===== config.mk =====
export PLATFORM = sky130hd
export DESIGN_NAME = parking_occupancy_ctrl
export DESIGN_NICKNAME = d
export VERILOG_FILES = /design/src/rtl/parking_pkg.sv /design/src/rtl/adderSubtractor.sv /design/src/rtl/parking_occupancy_ctrl.sv
export SDC_FILE = /design/constraint.sdc
export NUM_CORES = 1
export LEC_CHECK = 0
export ABC_CLOCK_PERIOD_IN_PS = 11000
export BUFFER_PORTS_ARGS = -buffer_cell sky130_fd_sc_hd__buf_4
export CORE_ASPECT_RATIO = 1.4
export CORE_MARGIN = 2
export CORE_UTILIZATION = 61
export DETAILED_ROUTE_END_ITERATION = 16
export MAX_ROUTING_LAYER = met4
export PLACE_DENSITY = 0.84
export SETUP_SLACK_MARGIN = 0.05
export SKIP_LAST_GASP = 1
export SLEW_MARGIN = 20
export SYNTH_ARGS = -nofsm -noshare
export SYNTH_HDL_FRONTEND = slang
export SYNTH_HIERARCHICAL = 1
export SYNTH_SLANG_ARGS = --single-unit

===== constraint.sdc =====
create_clock -name clk -period 11 [get_ports clk]
set_input_delay 1.1 -clock clk [delete_from_list [all_inputs] [get_ports clk]]
set_output_delay 1.1 -clock clk [all_outputs]
set_load 0.005 [all_outputs]

===== src/rtl/parking_pkg.sv =====
// Shared types and constants for the smart parking occupancy controller.
package parking_pkg;

  typedef enum logic [2:0] {
    IDLE,
    CALC,
    COMMIT,
    GATE,
    RELEASE
  } state_t;

  // Operation select values, matching the adderSubtractor sel input.
  localparam logic OP_ADD = 1'b0;
  localparam logic OP_SUB = 1'b1;

  localparam logic [7:0] DEF_CAPACITY    = 8'd200;
  localparam logic [7:0] DEF_GATE_CYCLES = 8'd4;

endpackage


===== src/rtl/adderSubtractor.sv =====
// 8-bit ripple-carry adder/subtractor: S = A + B (sel=0) or A - B (sel=1).
// On a subtract, cout=1 means no borrow occurred.
module adderSubtractor (
  input  logic [7:0] A,
  input  logic [7:0] B,
  input  logic       sel,
  output logic [7:0] S,
  output logic       cout
);

  logic [7:0] bEff;
  logic [8:0] carry;

  always_comb begin
    bEff     = B ^ {8{sel}};
    carry    = 9'b0;
    carry[0] = sel;
    S        = 8'b0;
    for (int i = 0; i < 8; i++) begin
      S[i]       = A[i] ^ bEff[i] ^ carry[i];
      carry[i+1] = (A[i] & bEff[i]) | (carry[i] & (A[i] ^ bEff[i]));
    end
  end

  assign cout = carry[8];

endmodule


===== src/rtl/parking_occupancy_ctrl.sv =====
// Occupancy controller: arbitrates entry/exit sensors, updates the live count
// through the shared adderSubtractor and sequences the entry/exit gates.
module parking_occupancy_ctrl
  import parking_pkg::*;
#(
  parameter logic [7:0] CAPACITY    = DEF_CAPACITY,
  parameter logic [7:0] GATE_CYCLES = DEF_GATE_CYCLES
) (
  input  logic       clk,
  input  logic       rst,
  input  logic       entry_req,
  input  logic       exit_req,
  output logic       entry_grant,
  output logic       exit_grant,
  output logic       gate_in_open,
  output logic       gate_out_open,
  output logic [7:0] count,
  output logic       full,
  output logic       empty,
  output logic       err
);

  state_t     state, state_next;
  logic       dir, dir_next, last_dir;
  logic [7:0] gate_cnt;
  logic [7:0] add_a, add_s;
  logic       add_sel, add_cout;
  logic       entry_ok, exit_ok, fault, commit_ok;

  assign full     = (count >= CAPACITY);
  assign empty    = (count == 8'd0);
  assign entry_ok = entry_req && !full;
  assign exit_ok  = exit_req && !empty;

  // The adder is idle while a gate is open, so it also decrements the gate timer.
  assign add_a     = (state == GATE) ? gate_cnt : count;
  assign add_sel   = (state == GATE) ? OP_SUB : dir;
  assign fault     = (dir == OP_ADD) ? add_cout : !add_cout;
  assign commit_ok = (state == COMMIT) && !fault;

  adderSubtractor u_adder (
    .A    (add_a),
    .B    (8'd1),
    .sel  (add_sel),
    .S    (add_s),
    .cout (add_cout)
  );

  always_ff @(posedge clk or posedge rst) begin
    if (rst) state <= IDLE;
    else     state <= state_next;
  end

  always_comb begin
    state_next    = state;
    dir_next      = dir;
    entry_grant   = 1'b0;
    exit_grant    = 1'b0;
    gate_in_open  = 1'b0;
    gate_out_open = 1'b0;
    case (state)
      IDLE: begin
        if (entry_ok && exit_ok) begin
          dir_next   = !last_dir;
          state_next = CALC;
        end else if (entry_ok) begin
          dir_next   = OP_ADD;
          state_next = CALC;
        end else if (exit_ok) begin
          dir_next   = OP_SUB;
          state_next = CALC;
        end
      end
      CALC: state_next = COMMIT;
      COMMIT: begin
        entry_grant = commit_ok && (dir == OP_ADD);
        exit_grant  = commit_ok && (dir == OP_SUB);
        state_next  = fault ? IDLE : GATE;
      end
      GATE: begin
        gate_in_open  = (dir == OP_ADD);
        gate_out_open = (dir == OP_SUB);
        if (gate_cnt == 8'd1) state_next = RELEASE;
      end
      // Hold here until the served car clears its sensor so it is counted once.
      RELEASE: begin
        if ((dir == OP_ADD) ? !entry_req : !exit_req) state_next = IDLE;
      end
      default: state_next = IDLE;
    endcase
  end

  always_ff @(posedge clk or posedge rst) begin
    if (rst) begin
      count    <= 8'd0;
      dir      <= OP_ADD;
      last_dir <= OP_SUB;
      err      <= 1'b0;
      gate_cnt <= 8'd0;
    end else begin
      dir <= dir_next;
      if (commit_ok) begin
        count    <= add_s;
        last_dir <= dir;
        gate_cnt <= GATE_CYCLES;
      end else if (state == GATE) begin
        gate_cnt <= add_s;
      end
      if ((state == COMMIT) && fault) err <= 1'b1;
    end
  end

endmodule


**Word level (Yosys, flattened, before mapping)**

Cells that the tools add are included.

- Eq/ne operators: 8
- Divide/modulo/power cells: 0
- Multipliers: 0
- Reduce and logical (&&, ||, !) cells: 20
- Bitwise logic cells: 42
- Multiplexer cells: 20
- Add/sub/neg operators: 0
- Shifts and indexed selects: 0
- Magnitude comparators: 1

Operator list:

| kind | number |
|---|---|
| $mux W8 | 3 |
| $and A1 B1 Y1 | 16 |
| $xor A1 B1 Y1 | 16 |
| $mux W3 | 5 |
| $pmux W3 S5 | 1 |
| $mux W1 | 10 |
| $eq A8 B1 Y1 const B | 1 |
| $ge A8 B8 Y1 const B | 1 |
| $logic_not A8 Y1 | 1 |
| $or A1 B1 Y1 | 8 |
| $logic_and A1 B1 Y1 | 7 |
| $logic_not A1 Y1 | 7 |
| $eq A3 B2 Y1 const B | 2 |
| $ne A2 B2 Y1 const B | 2 |
| $ne A4 B4 Y1 const B | 1 |
| $eq A3 B1 Y1 const B | 1 |
| $eq A3 B3 Y1 const B | 1 |
| $logic_not A3 Y1 | 1 |
| $reduce_and A3 Y1 | 1 |
| $reduce_bool A3 Y1 | 1 |
| $mux W2 | 1 |
| $not A1 Y1 | 2 |
| $reduce_and A2 Y1 | 1 |
| $reduce_bool A2 Y1 | 1 |

- Memories kept: 0
- Bits in read-only memories: 0
- Bits of input ports: 4
- Output and inout port bits: 15
- Bits in registers: 22
- Latch bits: 0
- Word-level logic and storage cells: 97
- Memory bits (writable): 0

**Longest topological paths before layout**

Gate-level depths: netlist of the first run.

- Depth in word-level cells: 26
- Gate-level depth with buffers: 20
- Depth with buffers taken out: 18

**Hierarchy**

Netlist of the first run, hierarchy kept.

By module, submodules not included:

| module | area each (um^2) | sequential area each (um^2) | cells each | times used |
|---|---|---|---|---|
| parking_occupancy_ctrl | 1172.4 | 551.8 | 129 | 1 |
| adderSubtractor | 277.8 | 0.0 | 29 | 1 |

**Worst setup path after synthesis of the first run**

Ideal clock, no wire load.

- Kind: reg-to-output
- From: reg state[2]
- To: out exit_grant
- Setup slack: 6.008 ns
- Data arrival time: 3.892 ns
- Path buffers: 2
- Stages on the path, launching flop included: 18
- Cells stage by stage: dfrtp_1 and2b_1 and2_1 buf_2 buf_2 nand2_1 nand2_1 mux2_2 fa_1 inv_1 fa_1 fa_1 fa_1 fa_1 fa_1 inv_1 fa_1 and3_1

RTL lines:

| element | RTL line | text |
|---|---|---|
| from (decl) | parking_occupancy_ctrl.sv:23 | `state_t state, state_next;` |
| from (signal assigned) | parking_occupancy_ctrl.sv:51 | `else state <= state_next;` |
| $eq A3 B2 Y1 * | parking_occupancy_ctrl.sv:36 | `assign add_a = (state == GATE) ? gate_cnt : count;` |
| $mux W8 * | parking_occupancy_ctrl.sv:36 |  |
| net add_a[0] | parking_occupancy_ctrl.sv:26 | `logic [7:0] add_a, add_s;` |
| $xor A1 B1 Y1 | adderSubtractor.sv:21 | `carry[i+1] = (A[i] & bEff[i]) \| (carry[i] & (A[i] ^ bEff[i]));` |
| $and A1 B1 Y1 | adderSubtractor.sv:21 |  |
| $or A1 B1 Y1 * | adderSubtractor.sv:21 |  |
| $and A1 B1 Y1 * | adderSubtractor.sv:21 |  |
| $or A1 B1 Y1 * | adderSubtractor.sv:21 |  |
| [... 11 more ...] | - |  |
| $or A1 B1 Y1 * | adderSubtractor.sv:21 |  |
| net add_cout | parking_occupancy_ctrl.sv:27 | `logic add_sel, add_cout;` |
| $logic_not A1 Y1 | parking_occupancy_ctrl.sv:38 | `assign fault = (dir == OP_ADD) ? add_cout : !add_cout;` |
| $mux W1 * | parking_occupancy_ctrl.sv:38 |  |
| $logic_not A1 Y1 * | parking_occupancy_ctrl.sv:39 | `assign commit_ok = (state == COMMIT) && !fault;` |
| $logic_and A1 B1 Y1 * | parking_occupancy_ctrl.sv:39 |  |
| $logic_and A1 B1 Y1 * | parking_occupancy_ctrl.sv:77 | `exit_grant = commit_ok && (dir == OP_SUB);` |
| $mux W1 * | parking_occupancy_ctrl.sv:61 | `case (state)` |
| to (decl) | parking_occupancy_ctrl.sv:14 | `output logic exit_grant,` |

The timed path passes the listed nets; every way through them passes the cells marked *.

**Final worst setup path of the first run**

- From: reg state[2]
- To: out exit_grant

- Longest elaborated chain between the ends: 26

RTL lines:

| element | RTL line | text |
|---|---|---|
| $eq A3 B2 Y1 * | parking_occupancy_ctrl.sv:37 | `assign add_sel = (state == GATE) ? OP_SUB : dir;` |
| $mux W1 * | parking_occupancy_ctrl.sv:37 |  |
| net add_sel | parking_occupancy_ctrl.sv:27 |  |
| $not A1 Y1 (no source line) | - |  |
| $xor A1 B1 Y1 | adderSubtractor.sv:21 |  |
| $and A1 B1 Y1 | adderSubtractor.sv:21 |  |
| $or A1 B1 Y1 | adderSubtractor.sv:21 |  |
| $and A1 B1 Y1 | adderSubtractor.sv:21 |  |
| [... 12 more ...] | - |  |
| $or A1 B1 Y1 * | adderSubtractor.sv:21 |  |
| net add_cout | parking_occupancy_ctrl.sv:27 |  |
| $logic_not A1 Y1 | parking_occupancy_ctrl.sv:38 |  |
| $mux W1 * | parking_occupancy_ctrl.sv:38 |  |
| $logic_not A1 Y1 * | parking_occupancy_ctrl.sv:39 |  |
| $logic_and A1 B1 Y1 * | parking_occupancy_ctrl.sv:39 |  |
| $logic_and A1 B1 Y1 * | parking_occupancy_ctrl.sv:77 |  |
| $mux W1 * | parking_occupancy_ctrl.sv:61 |  |

Marked as above.

==> results by group, run 1 <==
Clocking
  – Clk root buf: clkbuf_4
  – CTS tree: yes
  – CTS Sinks: 22
  – Cts bufs inserted: 3
  – Worst-skew pair later-pin latency: 0.30 ns
  – Clk buf depth: 2
  – Hold Buf Count CTS: 0
  – H-tree lvl count: 1
  – Clock slew at reported path FFs: 0.13 ns
  – Post-CTS setup buffer count: 0
  – CTS-repair resized insts: 0

STA
  – Setup violators final: 0
  – Setup TNS: 0 ns
  – RSZ-0062 raised after global routing: no
  – Final hold vios: 0
  – Final period util: 55.33%
  – Tmin final: 6.087 ns
  – Clk_skew: 0.008784 ns
  – Slew HR: between 40% and 50%
  – Worst-Margin Slew: 0.8399 ns
  – Max-slew violation count: 0
  – Fmax: 0.1643 GHz

Route
  – Residual DRC: 0
  – Drt pass-1 iters: 5
  – DRT antenna net count: 0
  – Vias/cell: 5.361
  – Post-Route WL: 2.877 mm
  – Via count: 1083
  – Drt wl/cell: about 14 µm
  – DRT iter0 DRCs: 24

GRT
  – Global-route wire length before repair: roughly 4.7 mm
  – GRT Max-Usage Layer: met2
  – Vias in the first global route: 1069
  – Total track usage: between 20% and 30%
  – GR Util met3: 2.312%
  – Gr ovfl total: 0
  – Met2 Use GR: 40.41%
  – Initial antenna violation count: 0
  – Largest net degree at the start of global routing: 23
  – Met1 Resource Use GR: between 30% and 40%

Logic synthesis
  – Syn Inst Count: between 150 and 200
  – Post-synthesis sequential area ratio: between 30% and 40%
  – Synth Flop Type: dfrtp_1
  – FF+latch count, synth: 22
  – Warnings, synthesis: 6
  – Post-synthesis cell type count: 39
  – Post-synth EDFFs: 0
  – Post-Syn Area per Cell: 9.178 µm²
  – Synth async-reset ratio: 100.0%
  – Mapped Area: between 1000 and 1500 µm²

Min path
  – Hold Crit Class: register to register

Floorplanning
  – Die X: 45.21 µm
  – Die footprint: 2789 µm²
  – Die Ht: 61.69 µm
  – Core Area: 2202 µm²
  – I/O pin count: 19
  – Initial Util: between 60% and 70%
  – # rows: 20

Critical path
  – Crit-path max FO: 19
  – Startpoint Class: register
  – Worst setup EP type: output pin
  – CP Class: register to output pin
  – Cell repeated most along the worst path: fa_1
  – Critical path, cell by cell: and2b_1, nand2_1, nand2b_1, xor2_1, fa_1, inv_1, fa_1, fa_1, fa_1, fa_1, fa_1, inv_1, fa_1, and3_1, buf_4
  – CP max stage delay: ~0.50 ns
  – Crit path DAT: 4.99 ns
  – Worst path slowest cell: nand2b_1
  – Worst EP required: 9.90 ns

Layout
  – Final Net Count: 192
  – Antenna Cells: 0
  – Layout cell share with drive strength beyond 1: 15.56%
  – Layout area overhead: 13.20%

Placed design
  – Port bufs: 18
  – RePlAce Congestion: 0.8560
  – Hpwl dp: 2.227 mm

Status
  – Status: complete, no violations

Run
  – Max-cap check violation count: 0
[metal layers]
layer,vias up,share of wire [%]
met4,0,1.4
met5,-,0
met1,520,43
li1,543,-
met2,16,53
met3,4,2.7
[final cells by class]
cell class                 count  area (µm²)
multi-input combinational    121       818.3
inverter                      15       56.30
timing repair buffer          18       135.1
clock inverter                 1       30.03
fill                         182       560.5
tap                           22       27.53
clock buffer                   3       22.52
sequential                    22       551.8
[per-stage QoR]
stage	cells	setup slack [ns]	hold slack [ns]	util, %	cell area (µm²)
2_1_floorplan	165	6.008	0.4510	-	1476
3_3_place_gp	198	5.473	0.4377	72.16	1589
3_5_place_dp	198	5.316	0.4483	72.16	1589
4_1_cts	202	4.947	0.4786	74.55	1642
5_1_grt	202	4.635	0.5062	74.55	1642
6_report	202	4.913	0.4755	74.55	1642
[synthesized netlist by cell type, types with 3 or more instances]
master / count / share of area, %
buf_2: 4 / 1.4
dfrtp_1: 21 / 36
xnor2_1: 5 / 3.0
nand2b_1: 3 / 1.3
nand2_1: 42 / 11
nor2_1: 7 / 1.8
mux2_1: 8 / 6.2
fa_1: 7 / 9.7
a21oi_1: 9 / 3.1
inv_1: 15 / 3.9
xor2_1: 3 / 1.8
[state kept, by name, summed over array words and instances (netlist names)]
register	cells
count	8
dir	1
err	1
gate_cnt	8
last_dir	1
state	3
[cell families (layout without fill, tap and decap cells)]
family,count (synthesis),in the layout,share of synthesized area (%)
muxes,10,10,7.679
buffers and inverters,22,37,7.334
adders and majority gates,7,7,9.663
AOI/OAI and AO/OA,19,19,9.578
and+or+nand+nor,67,67,21.23
other,2,9,0.5179
DFF,22,22,38.05
xor gates and xnor gates,9,9,5.954
[layout by cell type (no fill, tap or decap), drive strengths merged]
cell type  count
a21o           1
a21oi          9
and2           1
and2b          1
and3           2
buf           18
bufinv         1
clkbuf         3
conb           9
dfrtp         21
dfstp          1
fa             7
inv           15
mux2           9
mux2i          1
nand2         42
nand2b         3
nand3          1
nor2           8
nor2b          1
nor3           2
nor3b          1
nor4           2
nor4b          1
o2111ai        1
o21a           1
o21ai          1
o21bai         1
o22ai          2
o2bb2ai        1
o311ai         1
o41ai          1
or3            2
xnor2          5
xor2           4
[final timing paths]
kind,from,end,slack [ns],cells after the start
max,state[2],exit_grant,4.91,15
min,err,err,0.48,1
max reg2reg,state[2],count[6],5.60,16
min reg2reg,err,err,0.48,1
max in group asynchronous,rst,gate_cnt[7],9.52,2
min in group asynchronous,rst,state[0],0.95,2
[worst max-delay path: cells and delay by family, from the launching register on]
kind | cells | cell delay (ns)
simple gates | 4 | 1.34
buf+inv | 3 | 0.26
flops | 1 | 0.43
fa+ha+maj | 7 | 2.42
xor+xnor | 1 | 0.24
Power of run 1 is not shown: default switching activity piles up to over one toggle a cycle in this logic, so the estimate is an artifact.
==> run 2, diff against run 1 <==
--- a/config.mk
+++ b/config.mk
@@ -5,14 +5,15 @@
 export SDC_FILE = /design/constraint.sdc
 export NUM_CORES = 1
 export LEC_CHECK = 0
-export ABC_CLOCK_PERIOD_IN_PS = 11000
+export ABC_AREA = 1
+export ABC_CLOCK_PERIOD_IN_PS = 5760
 export BUFFER_PORTS_ARGS = -buffer_cell sky130_fd_sc_hd__buf_4
 export CORE_ASPECT_RATIO = 1.4
 export CORE_MARGIN = 2
-export CORE_UTILIZATION = 61
+export CORE_UTILIZATION = 57
 export DETAILED_ROUTE_END_ITERATION = 16
 export MAX_ROUTING_LAYER = met4
-export PLACE_DENSITY = 0.84
+export PLACE_DENSITY = 0.78
 export SETUP_SLACK_MARGIN = 0.05
 export SKIP_LAST_GASP = 1
 export SLEW_MARGIN = 20
==> constraint.sdc (replaced) <==
create_clock -name clk -period 5.76 [get_ports clk]
set_input_delay 0.576 -clock clk [delete_from_list [all_inputs] [get_ports clk]]
set_output_delay 0.576 -clock clk [all_outputs]
set_load 0.005 [all_outputs]
==> results by group, run 2 <==
Power
  – P per Cell Area: 675.0 nW/µm²
  – Pleak: 0.001023 µW
  – Logic pwr share: 68.3%
  – P_sw: 610.0 µW
  – Maximum VDD drop: 0.0004287 V
  – Clock share of power: 7.1%
  – Pint: 590.2 µW
  – Sw frac: roughly half
  – Reg power frac: 24.6%

Logic synthesis
  – Syn Inst Count: 210 (was 158)
  – Synth Flop Type: dfrtp_1 (unchanged)
  – Top cells by area, synth: dfrtp_1 (34%), nand2_1 (16%), inv_1 (10%) (was dfrtp_1 (36%), nand2_1 (11%), fa_1 (9.7%))
  – Synth cell count leaders: nand2_1 (67), inv_1 (42), dfrtp_1 (21), nor2_1 (15) (was nand2_1 (42), dfrtp_1 (21), inv_1 (15), a21oi_1 (9), mux2_1 (8))
  – Post-synth top area share: 33.84% (was 36.24%)
  – Top-count cell post-synth: nand2_1 (unchanged)
  – Synth async-reset ratio: 100.0% (unchanged)
  – Largest area contributor in the netlist: dfrtp_1 (unchanged)
  – Post-synthesis cell type count: 24 (was 39)
  – Post-synthesis sequential area ratio: 35.54% (was 38.05%)
  – Post-Syn Area per Cell: 7.394 µm² (was 9.178 µm²)
  – Post-synth EDFFs: 0 (unchanged)
  – Mapped Area: 1553 µm² (was 1450 µm²)
  – Warnings, synthesis: 6 (unchanged)
  – FF+latch count, synth: 22 (unchanged)

Placed design
  – RePlAce Congestion: 0.8410 (was 0.8560)
  – Port bufs: 18 (unchanged)
  – Hpwl dp: 2.517 mm (was 2.227 mm)
  – Pre-CTS worst setup slack: 0.9146 ns (was 5.316 ns)
  – DP Area: 1742 µm² (was 1589 µm²)

Clocking
  – CTS-repair resized insts: 0 (unchanged)
  – Clk buf depth: 2 (unchanged)
  – Worst-skew pair later-pin latency: 0.30 ns (about the same)
  – CTS tree: yes (unchanged)
  – Hold Buf Count CTS: 0 (unchanged)
  – Clock slew at reported path FFs: 0.12 ns (was 0.13 ns)
  – Post-CTS setup buffer count: 0 (unchanged)
  – H-tree lvl count: 1 (unchanged)
  – Clk root buf: clkbuf_4 (unchanged)
  – Cts bufs inserted: 3 (unchanged)
  – CTS Sinks: 22 (unchanged)

Route
  – Post-Route WL: 3.174 mm (was 2.877 mm)
  – Residual DRC: 0 (unchanged)
  – Drt wl/cell: 11.58 µm (was 14.24 µm)
  – DRT iter0 DRCs: 59 (was 24)
  – Drt pass-1 iters: 4 (was 5)
  – Via count: 1307 (was 1083)
  – DRT antenna net count: 0 (unchanged)
  – Vias/cell: 4.770 (was 5.361)

Min path
  – Hold Crit Class: input port to asynchronous set/reset pin (was register to register)

STA
  – Worst-Margin Slew: 0.8381 ns (was 0.8399 ns)
  – WHS: 0.4317 ns (was 0.4755 ns)
  – Slew HR: 44.07% (was 43.94%)
  – Setup TNS: 0 ns (unchanged)
  – Final period util: 90.81%
  – Setup violators final: 0 (unchanged)
  – Clk_skew: 0.004527 ns (was 0.008784 ns)
  – Final hold vios: 0 (unchanged)
  – RSZ-0062 raised after global routing: no (unchanged)
  – Setup ws final: 0.5293 ns (was 4.913 ns)
  – Fmax: 0.1912 GHz
  – Max-slew violation count: 0 (unchanged)
  – Tmin final: 5.231 ns

GRT
  – Largest net degree at the start of global routing: 23 (unchanged)
  – Global-route wire length before repair: 5.464 mm (was 4.740 mm)
  – Total track usage: 24.97% (was 24.36%)
  – Vias in the first global route: 1278 (was 1069)
  – Gr ovfl total: 0 (unchanged)
  – Initial antenna violation count: 0 (unchanged)

Layout
  – Final Net Count: 250 (was 192)
  – Filler cells: 235 (was 182)
  – Layout area overhead: 14.50% (was 13.20%)
  – Layout cell share with drive strength beyond 1: 18.91% (was 15.56%)
  – Commonest non-fill, non-tap cell in the layout: nand2_1 (unchanged)
  – Most frequent cells in the layout: nand2_1 (67), inv_1 (42), buf_4 (22) (was nand2_1 (42), dfrtp_1 (21), buf_4 (18))
  – Final Util: 67.99% (was 74.55%)
  – Final instance area: 1778 µm² (was 1642 µm²)
  – Largest regs: count: 8 flops, gate_cnt: 8 flops, state: 3 flops (unchanged)
  – Antenna Cells: 0 (unchanged)

Critical path
  – Worst setup EP type: output pin (unchanged)
  – Startpoint Class: register (unchanged)
  – Crit path DAT: 4.65 ns (was 4.99 ns)
  – CP Class: register to output pin (unchanged)
  – Crit-path max FO: 11 (was 19)
  – Worst EP required: 5.18 ns (was 9.90 ns)

Status
  – Status: complete, no violations (unchanged)

Floorplanning
  – Die X: 48.11 µm (was 45.21 µm)
  – Initial Util: 59.38% (was 65.85%)
  – I/O pin count: 19 (unchanged)
  – Core Area: 2615 µm² (was 2202 µm²)
  – # rows: 22 (was 20)
  – Die Ht: 65.76 µm (was 61.69 µm)
  – Die footprint: 3163 µm² (was 2789 µm²)

Run
  – Max-cap check violation count: 0 (unchanged)
run 2: logic make-up after synthesis:
logic type               count (synthesis)  synth area share [%]
flip-flops                              22                 35.54
XOR/XNOR                                 7                 3.949
AO/OA/AOI/OAI                           24                 10.64
AND/OR/NAND/NOR                         96                 25.95
other                                    2                0.4837
buffers and inverters                   52                 14.42
adder cells (fa/ha/maj)                  7                 9.025
run 2: worst paths after layout:
| kind | from | to | slack (ns) | cells after the start |
|---|---|---|---|---|
| setup reg to reg | state[0] | gate_cnt[4] | 1.09 | 23 |
| hold / removal | rst | gate_cnt[3] | 0.43 | 2 |
| max in group asynchronous | rst | err | 4.82 | 2 |
| hold reg to reg | last_dir | last_dir | 0.49 | 2 |
| min in group clk | last_dir | last_dir | 0.49 | 2 |
| setup / recovery | state[0] | entry_grant | 0.53 | 23 |
run 2: layout make-up:
| cell class | count | area, µm² | area share [%] |
|---|---|---|---|
| clock buffers | 4 | 36.28 | 2.041 |
| inverters | 46 | 172.7 | 9.711 |
| multi-input cells | 144 | 807.0 | 45.39 |
| flip-flops and latches | 22 | 551.8 | 31.03 |
| well taps | 36 | 45.04 | 2.533 |
| repair buffers | 22 | 165.2 | 9.289 |
run 2: power by group through the flow:
stage,sequential (µW),combinational [µW],clock (µW)
4_1_cts,295,825,85.9
3_5_place_dp,298,822,0
6_report,295,820,84.8
2_1_floorplan,277,638,0
3_3_place_gp,295,802,0
5_1_grt,304,954,95.2
run 2: metal layers:
| layer | track usage, % | vias up | part of all wire [%] |
|---|---|---|---|
| met2 | 43.67 | 29 | 54 |
| met3 | 2.198 | 6 | 2.6 |
| li1 | - | 668 | - |
| met5 | - | - | 0 |
| met1 | 28.47 | 604 | 42 |
| met4 | 8.446 | 0 | 1.7 |
run 2: stage by stage:
step / instances / total power (µW)
6_report: 274 / 1200
5_1_grt: 274 / 1353
4_1_cts: 274 / 1206
3_5_place_dp: 270 / 1120
3_3_place_gp: 270 / 1097
2_1_floorplan: 218 / 915.3
run 2: worst max-delay path, stage by stage, from the launching register on:
cell	delay, ns
dfrtp_1	0.42
inv_1	0.12
nor3_4	0.06
inv_2	0.14
nand2_1	0.07
nand2_1	0.11
inv_1	0.08
o21ai_0	0.22
fa_1	0.21
inv_1	0.05
fa_1	0.37
fa_1	0.40
fa_1	0.39
fa_1	0.38
fa_1	0.36
inv_1	0.10
fa_1	0.20
nand2_1	0.08
inv_2	0.08
nor2_2	0.04
nor2_4	0.09
inv_2	0.10
nor2_1	0.14
buf_4	0.13
No activity file was read; power rests on OpenSTA's default activity.
==> run 3, diff against run 2 <==
--- a/config.mk
+++ b/config.mk
@@ -8,12 +8,14 @@
 export ABC_AREA = 1
 export ABC_CLOCK_PERIOD_IN_PS = 5760
 export BUFFER_PORTS_ARGS = -buffer_cell sky130_fd_sc_hd__buf_4
+export CELL_PAD_IN_SITES_DETAIL_PLACEMENT = 1
+export CELL_PAD_IN_SITES_GLOBAL_PLACEMENT = 2
 export CORE_ASPECT_RATIO = 1.4
 export CORE_MARGIN = 2
-export CORE_UTILIZATION = 57
+export CORE_UTILIZATION = 33
 export DETAILED_ROUTE_END_ITERATION = 16
 export MAX_ROUTING_LAYER = met4
-export PLACE_DENSITY = 0.78
+export PLACE_DENSITY_LB_ADDON = 0.1
 export SETUP_SLACK_MARGIN = 0.05
 export SKIP_LAST_GASP = 1
 export SLEW_MARGIN = 20
==> results by group, run 3 (same netlist as run 2, synthesis figures left out) <==
Status
  – Status: complete, no violations (unchanged)

Layout
  – Final Net Count: 250 (unchanged)
  – Layout cell share with drive strength beyond 1: 18.91% (unchanged)
  – Layout area overhead: 17.81% (was 14.50%)
  – Most frequent cells in the layout: nand2_1 (67), inv_1 (42), buf_4 (22) (unchanged)
  – Filler cells: 599 (was 235)
  – Largest regs: count: 8 flops, gate_cnt: 8 flops, state: 3 flops (unchanged)
  – Commonest non-fill, non-tap cell in the layout: nand2_1 (unchanged)
  – Antenna Cells: 0 (unchanged)

Critical path
  – CP top delay family: adder cells (unchanged)
  – Critical path, cell by cell: inv_1, nor3_4, inv_2, buf_4, nand2_1, nand2_1, inv_1, o21ai_1, fa_1, inv_1, fa_1, fa_1, fa_1, fa_1, fa_1, inv_1, fa_1, nand2_1, inv_2, nor2_2, nor2_4, inv_2, nor2_1, buf_4 (was inv_1, nor3_4, inv_2, nand2_1, nand2_1, inv_1, o21ai_0, fa_1, inv_1, fa_1, fa_1, fa_1, fa_1, fa_1, inv_1, fa_1, nand2_1, inv_2, nor2_2, nor2_4, inv_2, nor2_1, buf_4)
  – Cell repeated most along the worst path: fa_1 (unchanged)
  – Worst setup path start: state[0] (unchanged)
  – Startpoint Class: register (unchanged)
  – Worst EP required: 5.18 ns (about the same)
  – Worst path bufs/invs: 9 (was 8)
  – Crit path DAT: 4.78 ns (was 4.65 ns)
  – CP Class: register to output pin (unchanged)
  – Reg2reg start: state[0] (unchanged)
  – Worst path slowest cell: fa_1 (was dfrtp_1)
  – Crit-path max FO: 14 (was 11)
  – CP max stage delay: 0.42 ns (about the same)
  – Worst setup EP type: output pin (unchanged)

Route
  – DRT iter0 DRCs: 36 (was 59)
  – Residual DRC: 0 (unchanged)
  – Drt wl/cell: 12.53 µm (was 11.58 µm)
  – Vias/cell: 4.320 (was 4.770)
  – Drt pass-1 iters: 4 (unchanged)
  – Via count: 1296 (was 1307)
  – DRT antenna net count: 0 (unchanged)
  – Post-Route WL: 3.759 mm (was 3.174 mm)

GRT
  – Gr ovfl total: 0 (unchanged)
  – Initial antenna violation count: 0 (unchanged)
  – Largest net degree at the start of global routing: 23 (unchanged)
  – Vias in the first global route: 1447 (was 1278)
  – Total track usage: 17.13% (was 24.97%)
  – Global-route wire length before repair: 6.665 mm (was 5.464 mm)

STA
  – Worst-Margin Slew: 0.8695 ns (was 0.8381 ns)
  – Fmax: 0.1867 GHz (was 0.1912 GHz)
  – RSZ-0062 raised after global routing: no (unchanged)
  – Tmin final: 5.355 ns (was 5.231 ns)
  – Final period util: 92.97% (was 90.81%)
  – WHS: 0.4831 ns (was 0.4317 ns)
  – Setup TNS: 0 ns (unchanged)
  – Setup violators final: 0 (unchanged)
  – Clk_skew: 0.003687 ns (was 0.004527 ns)
  – Max-slew violation count: 0 (unchanged)
  – Slew HR: 41.97% (was 44.07%)
  – Final hold vios: 0 (unchanged)

Clocking
  – CTS-repair resized insts: 0 (unchanged)
  – Clk buf depth: 2 (unchanged)
  – Clock slew at reported path FFs: 0.08 ns (was 0.12 ns)
  – CTS Sinks: 22 (unchanged)
  – Clk root buf: clkbuf_8 (was clkbuf_4)
  – CTS tree: yes (unchanged)
  – Hold Buf Count CTS: 0 (unchanged)
  – Post-CTS setup buffer count: 0 (unchanged)
  – Cts bufs inserted: 3 (unchanged)
  – Worst-skew pair later-pin latency: 0.26 ns (was 0.30 ns)
  – H-tree lvl count: 1 (unchanged)

Run
  – Max-cap check violation count: 0 (unchanged)

Min path
  – Hold Crit Class: register to register (was input port to asynchronous set/reset pin)
  – Hold Crit Start: err

Power
  – Clock share of power: 9.0% (was 7.1%)
  – Maximum VDD drop: 0.0002203 V (was 0.0004287 V)
  – Sw frac: 50.69% (was 50.82%)
  – Pint: 615.2 µW (was 590.2 µW)
  – Reg power frac: 23.7% (was 24.6%)
  – P_sw: 632.3 µW (was 610.0 µW)
  – Pleak: 0.001031 µW (was 0.001023 µW)
  – P per Cell Area: 682.0 nW/µm² (was 675.0 nW/µm²)
  – Logic pwr share: 67.4% (was 68.3%)

Placed design
  – Hpwl dp: 3.171 mm (was 2.517 mm)
  – Port bufs: 18 (unchanged)
  – RePlAce Congestion: 0.7667 (was 0.8410)

Floorplanning
  – # rows: 29 (was 22)
  – Die footprint: 5278 µm² (was 3163 µm²)
  – Core Area: 4536 µm² (was 2615 µm²)
  – Initial Util: 34.23% (was 59.38%)
  – Die Ht: 85.16 µm (was 65.76 µm)
  – Die X: 61.98 µm (was 48.11 µm)
  – I/O pin count: 19 (unchanged)
==> run 3: cell counts in the layout (fill, tap and decap cells not counted) <==
Identical to the previous run, type by type.
==> run 3: cell type report <==
| class | instances | area [µm²] | share of cell area [%] |
|---|---|---|---|
| Multi-Input combinational cell | 144 | 807.0 | 44.12 |
| Sequential cell | 22 | 551.8 | 30.16 |
| Inverter | 46 | 172.7 | 9.439 |
| Timing Repair Buffer | 22 | 165.2 | 9.029 |
| Tap cell | 62 | 77.57 | 4.241 |
| Clock buffer | 4 | 55.05 | 3.010 |
==> run 3: worst min-delay path: stages (launching register included) <==
cell and delay, ns:
dfrtp_1 0.35, inv_1 0.04, o31ai_1 0.06
==> run 3: power by group through the flow <==
stage / Combinational, µW / Clock [µW] / Sequential (µW)
after detailed placement: 857 / 0 / 301
after CTS: 862 / 119 / 298
after global routing: 996 / 123 / 308
after global placement: 830 / 0 / 297
final: 840 / 112 / 295
after floorplan: 638 / 0 / 277
==> run 3: metal layers <==
metal	up-vias	GRT usage, %	share of wire [%]
li1	667	-	-
met1	614	20.29	43
met2	11	29.64	55
met3	4	1.372	1.3
met4	0	5.222	1.2
met5	-	-	0
==> run 3: metrics by stage <==
step	total power (µW)	area, µm²	cells	util (%)	setup WS, ns
CTS	1279	1829	300	40.33	0.2979
finish	1247	1829	300	40.33	0.4051
global placement	1127	1774	296	39.12	0.7523
floorplan	915.3	1583	218	-	0.9592
detailed placement	1158	1774	296	39.12	0.6076
global route	1427	1829	300	40.33	0.06744
==> run 3: worst paths after layout <==
path | slack (ns) | to | cells past startpoint
min reg2reg | 0.48 | err | 2
max in group asynchronous | 4.73 | state[1] | 2
max reg2reg | 0.90 | gate_cnt[0] | 24
min | 0.48 | err | 2
max | 0.41 | entry_grant | 24
min in group asynchronous | 0.49 | count[7] | 2
